--- src/rtl/vram_arbiter.sv ---
// Single-port text RAM arbiter: display fetch (fixed 2-cycle latency, never stalled),
// host write FIFO / host read on idle cycles, and a clear-screen fill engine.
module vram_arbiter #(
   parameter int COLS       = 100,
   parameter int ROWS       = 60,
   parameter int DATA_W     = 16,
   parameter int ADDR_W     = 13,
   parameter int FIFO_DEPTH = 4
) (
   input  logic              clk,
   input  logic              reset,
   input  logic              disp_req,
   input  logic [6:0]        disp_col,
   input  logic [5:0]        disp_row,
   output logic [DATA_W-1:0] disp_data,
   output logic              disp_valid,
   input  logic              host_wr_valid,
   output logic              host_wr_ready,
   input  logic [6:0]        host_wr_col,
   input  logic [5:0]        host_wr_row,
   input  logic [DATA_W-1:0] host_wr_data,
   input  logic              host_rd_valid,
   output logic              host_rd_ready,
   input  logic [6:0]        host_rd_col,
   input  logic [5:0]        host_rd_row,
   output logic [DATA_W-1:0] host_rd_data,
   output logic              host_rd_data_valid,
   input  logic              clr_start,
   input  logic [DATA_W-1:0] clr_data,
   output logic              clr_busy,
   output logic              err_range,
   output logic              ram_en,
   output logic              ram_we,
   output logic [ADDR_W-1:0] ram_addr,
   output logic [DATA_W-1:0] ram_wdata,
   input  logic [DATA_W-1:0] ram_rdata
);

   localparam int PTR_W = $clog2(FIFO_DEPTH);
   localparam logic [ADDR_W-1:0] LAST_CELL = ADDR_W'(COLS*ROWS-1);
   localparam logic [PTR_W:0]    FULL_XOR  = {1'b1, {PTR_W{1'b0}}};

   typedef enum logic [1:0] {S_IDLE, S_DRAIN, S_CLEAR} state_t;

   function automatic logic in_range(input logic [6:0] col, input logic [5:0] row);
      return (32'(col) < COLS) && (32'(row) < ROWS);
   endfunction

   function automatic logic [ADDR_W-1:0] cell_addr(input logic [6:0] col, input logic [5:0] row);
      return ADDR_W'(row) * ADDR_W'(COLS) + ADDR_W'(col);
   endfunction

   state_t              state_q, state_d;
   logic [ADDR_W-1:0]   clr_cnt_q, clr_cnt_d;
   logic [DATA_W-1:0]   clr_fill_q, clr_fill_d;
   logic                err_range_q, err_range_d;
   logic [PTR_W:0]      wr_ptr_q, wr_ptr_d, rd_ptr_q, rd_ptr_d;
   logic [ADDR_W-1:0]   fifo_addr_q [FIFO_DEPTH];
   logic [DATA_W-1:0]   fifo_data_q [FIFO_DEPTH];
   logic                disp_vld_p1_q, disp_vld_p1_d, disp_hit_p1_q, disp_hit_p1_d;
   logic                rd_vld_p1_q, rd_vld_p1_d, rd_hit_p1_q, rd_hit_p1_d;
   logic [DATA_W-1:0]   disp_data_q, disp_data_d, host_rd_data_q, host_rd_data_d;
   logic                disp_valid_q, disp_valid_d, host_rd_data_valid_q, host_rd_data_valid_d;

   logic fifo_empty, fifo_full, disp_hit, rd_hit, wr_hit;
   logic disp_go, pop, rd_go, clr_go, push, wr_acc;

   assign fifo_empty    = (wr_ptr_q == rd_ptr_q);
   assign fifo_full     = ((wr_ptr_q ^ rd_ptr_q) == FULL_XOR);
   assign disp_hit      = in_range(disp_col, disp_row);
   assign rd_hit        = in_range(host_rd_col, host_rd_row);
   assign wr_hit        = in_range(host_wr_col, host_wr_row);
   // Grants are suppressed while reset is held so an aborted clear or queued write never lands.
   assign host_wr_ready = !reset && (state_q == S_IDLE) && !fifo_full;
   assign host_rd_ready = !reset && (state_q == S_IDLE) && fifo_empty && !disp_req;
   assign disp_go       = !reset && disp_req;
   assign pop           = !reset && !disp_req && (state_q != S_CLEAR) && !fifo_empty;
   assign rd_go         = host_rd_valid && host_rd_ready;
   assign clr_go        = !reset && !disp_req && (state_q == S_CLEAR);
   assign wr_acc        = host_wr_valid && host_wr_ready;
   assign push          = wr_acc && wr_hit;

   assign disp_data          = disp_data_q;
   assign disp_valid         = disp_valid_q;
   assign host_rd_data       = host_rd_data_q;
   assign host_rd_data_valid = host_rd_data_valid_q;
   assign clr_busy           = (state_q != S_IDLE);
   assign err_range          = err_range_q;

   always_comb begin
      ram_en    = 1'b0;
      ram_we    = 1'b0;
      ram_addr  = '0;
      ram_wdata = '0;
      if (disp_go) begin
         ram_en   = disp_hit;
         ram_addr = cell_addr(disp_col, disp_row);
      end else if (pop) begin
         ram_en    = 1'b1;
         ram_we    = 1'b1;
         ram_addr  = fifo_addr_q[rd_ptr_q[PTR_W-1:0]];
         ram_wdata = fifo_data_q[rd_ptr_q[PTR_W-1:0]];
      end else if (rd_go) begin
         ram_en   = rd_hit;
         ram_addr = cell_addr(host_rd_col, host_rd_row);
      end else if (clr_go) begin
         ram_en    = 1'b1;
         ram_we    = 1'b1;
         ram_addr  = clr_cnt_q;
         ram_wdata = clr_fill_q;
      end
   end

   always_comb begin
      state_d     = state_q;
      clr_cnt_d   = clr_cnt_q;
      clr_fill_d  = clr_fill_q;
      err_range_d = err_range_q | (wr_acc && !wr_hit);
      wr_ptr_d    = wr_ptr_q + (PTR_W+1)'(push);
      rd_ptr_d    = rd_ptr_q + (PTR_W+1)'(pop);
      case (state_q)
         S_IDLE: begin
            if (clr_start) begin
               state_d    = S_DRAIN;
               clr_fill_d = clr_data;
            end
         end
         S_DRAIN: begin
            if (fifo_empty) begin
               state_d   = S_CLEAR;
               clr_cnt_d = '0;
            end
         end
         S_CLEAR: begin
            if (clr_go) begin
               if (clr_cnt_q == LAST_CELL) state_d = S_IDLE;
               else clr_cnt_d = clr_cnt_q + ADDR_W'(1);
            end
         end
         default: state_d = S_IDLE;
      endcase

      // Stage p1: RAM access issued this cycle; ram_rdata returns next cycle.
      disp_vld_p1_d = disp_go;
      disp_hit_p1_d = disp_hit;
      rd_vld_p1_d   = rd_go;
      rd_hit_p1_d   = rd_hit;

      // Stage p2: capture returned data (zero for out-of-range cells).
      disp_valid_d         = disp_vld_p1_q;
      disp_data_d          = disp_vld_p1_q ? (disp_hit_p1_q ? ram_rdata : '0) : disp_data_q;
      host_rd_data_valid_d = rd_vld_p1_q;
      host_rd_data_d       = rd_vld_p1_q ? (rd_hit_p1_q ? ram_rdata : '0) : host_rd_data_q;
   end

   always_ff @(posedge clk) begin
      if (reset) begin
         state_q              <= S_IDLE;
         clr_cnt_q            <= '0;
         err_range_q          <= 1'b0;
         wr_ptr_q             <= '0;
         rd_ptr_q             <= '0;
         disp_vld_p1_q        <= 1'b0;
         rd_vld_p1_q          <= 1'b0;
         disp_valid_q         <= 1'b0;
         disp_data_q          <= '0;
         host_rd_data_valid_q <= 1'b0;
         host_rd_data_q       <= '0;
      end else begin
         state_q              <= state_d;
         clr_cnt_q            <= clr_cnt_d;
         err_range_q          <= err_range_d;
         wr_ptr_q             <= wr_ptr_d;
         rd_ptr_q             <= rd_ptr_d;
         disp_vld_p1_q        <= disp_vld_p1_d;
         rd_vld_p1_q          <= rd_vld_p1_d;
         disp_valid_q         <= disp_valid_d;
         disp_data_q          <= disp_data_d;
         host_rd_data_valid_q <= host_rd_data_valid_d;
         host_rd_data_q       <= host_rd_data_d;
      end
      clr_fill_q    <= clr_fill_d;
      disp_hit_p1_q <= disp_hit_p1_d;
      rd_hit_p1_q   <= rd_hit_p1_d;
      if (push) begin
         fifo_addr_q[wr_ptr_q[PTR_W-1:0]] <= cell_addr(host_wr_col, host_wr_row);
         fifo_data_q[wr_ptr_q[PTR_W-1:0]] <= host_wr_data;
      end
   end

endmodule

--- config.mk ---
export PLATFORM = sky130hd
export DESIGN_NAME = vram_arbiter
export DESIGN_NICKNAME = d
export VERILOG_FILES = /design/src/rtl/vram_arbiter.sv
export SDC_FILE = /design/constraint.sdc
export NUM_CORES = 1
export LEC_CHECK = 0
export ABC_AREA = 1
export CAP_MARGIN = 40
export CORE_MARGIN = 4
export CORE_UTILIZATION = 40
export DETAILED_ROUTE_END_ITERATION = 6
export PLACE_DENSITY = 0.65
export REMOVE_ABC_BUFFERS = 1
export SYNTH_ARGS = -nofsm -noshare
export SYNTH_HDL_FRONTEND = slang
export SYNTH_SLANG_ARGS = --single-unit
export TNS_END_PERCENT = 50
--- constraint.sdc ---
create_clock -name clk -period 7.5 [get_ports clk]
set_input_delay 1.125 -clock clk [delete_from_list [all_inputs] [get_ports clk]]
set_output_delay 1.125 -clock clk [all_outputs]
set_load 0.01 [all_outputs]
==> metrics.txt <==
status=completed; unrepaired setup endpoints after global routing=no; Root Buffer=clkbuf_16; number of enable flip-flop cells after synthesis=132; H-Tree Level Count=4; endpoints failing hold=0; area grow syn2layout=23.3%; pwr/cell area=208 mW/mm^2; final non-filler cell total=1644; WP data arrival=4.73 ns; period utilization=0.780; adder-cell share of the synthesized area=0.118; global-route wire length before repair=40500 um; yosys warns=0; Hold WC Path Type=flop to flop; Max Clock Skew=0.0128 ns; Worst-Skew Late Latency=0.44 ns; drt via density=5.07; CTS max path bufs=2; end-of-flow core utilization=0.501; Initial Utilization=0.406; DP Wirelength=18300 um; Cell variety after synth=44; Syn Area/Cell=9.14 sq um; Mapped Area=0.0106 sq mm; DRT iter0 DRCs=480; core area=0.0260 sq mm; clk sinks=192; drc violations=0; Hold Buf Count CTS=0; asr flop ratio synth=0; crit path time final=5.85 ns; chip width=170 um; Main synth FF type=edfxtp_1; share of cells above drive strength 1=0.0596; post-synthesis compound-gate area fraction=0.107; fmax=171 MHz; CTS tree=done; pre-CTS setup slack=1.66 ns; GRT overflow=0; most frequent cells after synthesis=nand2_1 (266), edfxtp_1 (132), inv_1 (112), a21oi_1 (92), ha_1 (90); Final setup viols=0; worst slew pin tran=0.750 ns; overall power=2.71 mW; Final Wtd Congestion=0.816; Die ar.=0.0291 sq mm; LEAKAGE=5.39 nW; dominant cell type by area after synthesis=edfxtp_1; CP Capture Type=primary output; Fillers=2437; Cell Rows=59; ant diodes=0; Crit Path Category=input pin to primary output; port buffer count=161; nets=1486; #FFs+latches synth=192; Worst Setup Start Kind=input pin; Worst VDD drop=0.137 mV; most common cell in the netlist=nand2_1; largest net degree at the start of global routing=42; # placed instances=1613; initial antenna violation count=1; cts repair resizes=0; TNS Setup=0 ns; main combinational cell family by area after synthesis=simple AND/OR/NAND/NOR gates; GR Util All Layers=0.174; Slew HR=0.499; post-route setup slack=1.65 ns; vias in the first global route=8130; largest cells by area after synthesis=edfxtp_1 (38%), dfxtp_1 (11%), ha_1 (11%); worst-path maximum fanout=4; Final Slew Violations=0; Synth top area share=0.375; Synth Area in XOR/XNOR=0.0305; register area share after synthesis=0.489; Clock transition at path regs=0.07 ns; Post CTS Setup Buffer Count=0; Chip Height=170 um; mux contribution to synthesized area=0; drt pass-1 iters=5; Post-DRT Antenna Nets=0; simple-gate share of the synthesized area=0.191; CP required=6.38 ns; drt wl/cell=15.4 um; Ports=162; drt total wl=25200 um; Cells after Synth=1155; vias=8329; max_cap viols=0; TritonCTS Buffers=17
## sequential cells by signal (all words and copies together) (netlist names), 2 cells and up
register      count
host_rd_data     16
clr_fill_q       16
wr_ptr_q          3
fifo_addr_q      52
clr_cnt_q        13
state_q           2
disp_data        16
fifo_data_q      64
rd_ptr_q          3
## cell usage in the layout, fill, tap and decap left out, types with 24 or more instances in the layout
| cell | count |
|---|---|
| nand2_1 | 266 |
| clkdlybuf4s50_1 | 160 |
| edfxtp_1 | 132 |
| inv_1 | 112 |
| a21oi_1 | 92 |
| ha_1 | 90 |
| nor2_1 | 78 |
| nand3_1 | 68 |
| dfxtp_1 | 59 |
| o21ai_0 | 48 |
| nand4_1 | 25 |
| xor2_1 | 24 |
## layer usage
metal	wire [um]	global-route usage	vias to the layer above	share of wire
met1	11400	0.223	3898	0.45
met3	1260	0.0328	26	0.050
met2	12200	0.301	185	0.48
met4	367	0.0469	2	0.015
met5	13	0	-	0.00052
li1	-	-	4218	-
## critical path, stage by stage
cell and delay (ns):
clkdlybuf4s50_1 0.49, ha_1 0.33, ha_1 0.30, ha_1 0.29, inv_1 0.06, fa_1 0.60, nor2_1 0.06, nand2_1 0.05
o21ai_0 0.09, o21ai_0 0.35, nor2_1 0.09, nand3_1 0.09, nand3_1 0.08, nand4_1 0.15, clkdlybuf4s50_1 0.56
## final cells by class
type / instances / area [sq um] / area share
sequential: 192 / 5170 / 0.397
clock buffer: 18 / 429 / 0.0330
clock inverter: 13 / 145 / 0.0112
inverter: 117 / 442 / 0.0339
tap: 335 / 419 / 0.0322
multi-input combinational: 797 / 4720 / 0.363
timing repair buffer: 172 / 1690 / 0.130
## final timing paths
path,depth (start not counted),start,to,slack [ns]
setup reg to reg,9,rd_ptr_q[1],rd_ptr_q[2],4.64
hold / removal,2,host_rd_data[2],host_rd_data[2],0.47
setup / recovery,15,host_rd_row[1],ram_addr[12],1.65
hold reg to reg,2,host_rd_data[2],host_rd_data[2],0.47
## where the power goes
group	internal (mW)	total (mW)	switching [mW]
sequential	1.20	1.22	0.0231
combinational	0.247	0.605	0.357
clock	0.469	0.882	0.413
## cell families (layout without fill, tap and decap cells)
kind of cell,Yosys count,count (layout)
flops,192,192
xor+xnor,35,35
simple gates,470,470
fa+ha+maj,96,96
buf+inv,166,320
compound gates,196,196
## per-stage QoR
stage / hold slack [ns] / area, sq um
after floorplan: 0.476 / 10300
after global placement: 0.451 / 12400
after detailed placement: 0.456 / 12400
after CTS: 0.467 / 13000
after global routing: 0.482 / 13000
final: 0.466 / 13000
Power figures use the tool's default switching activity.
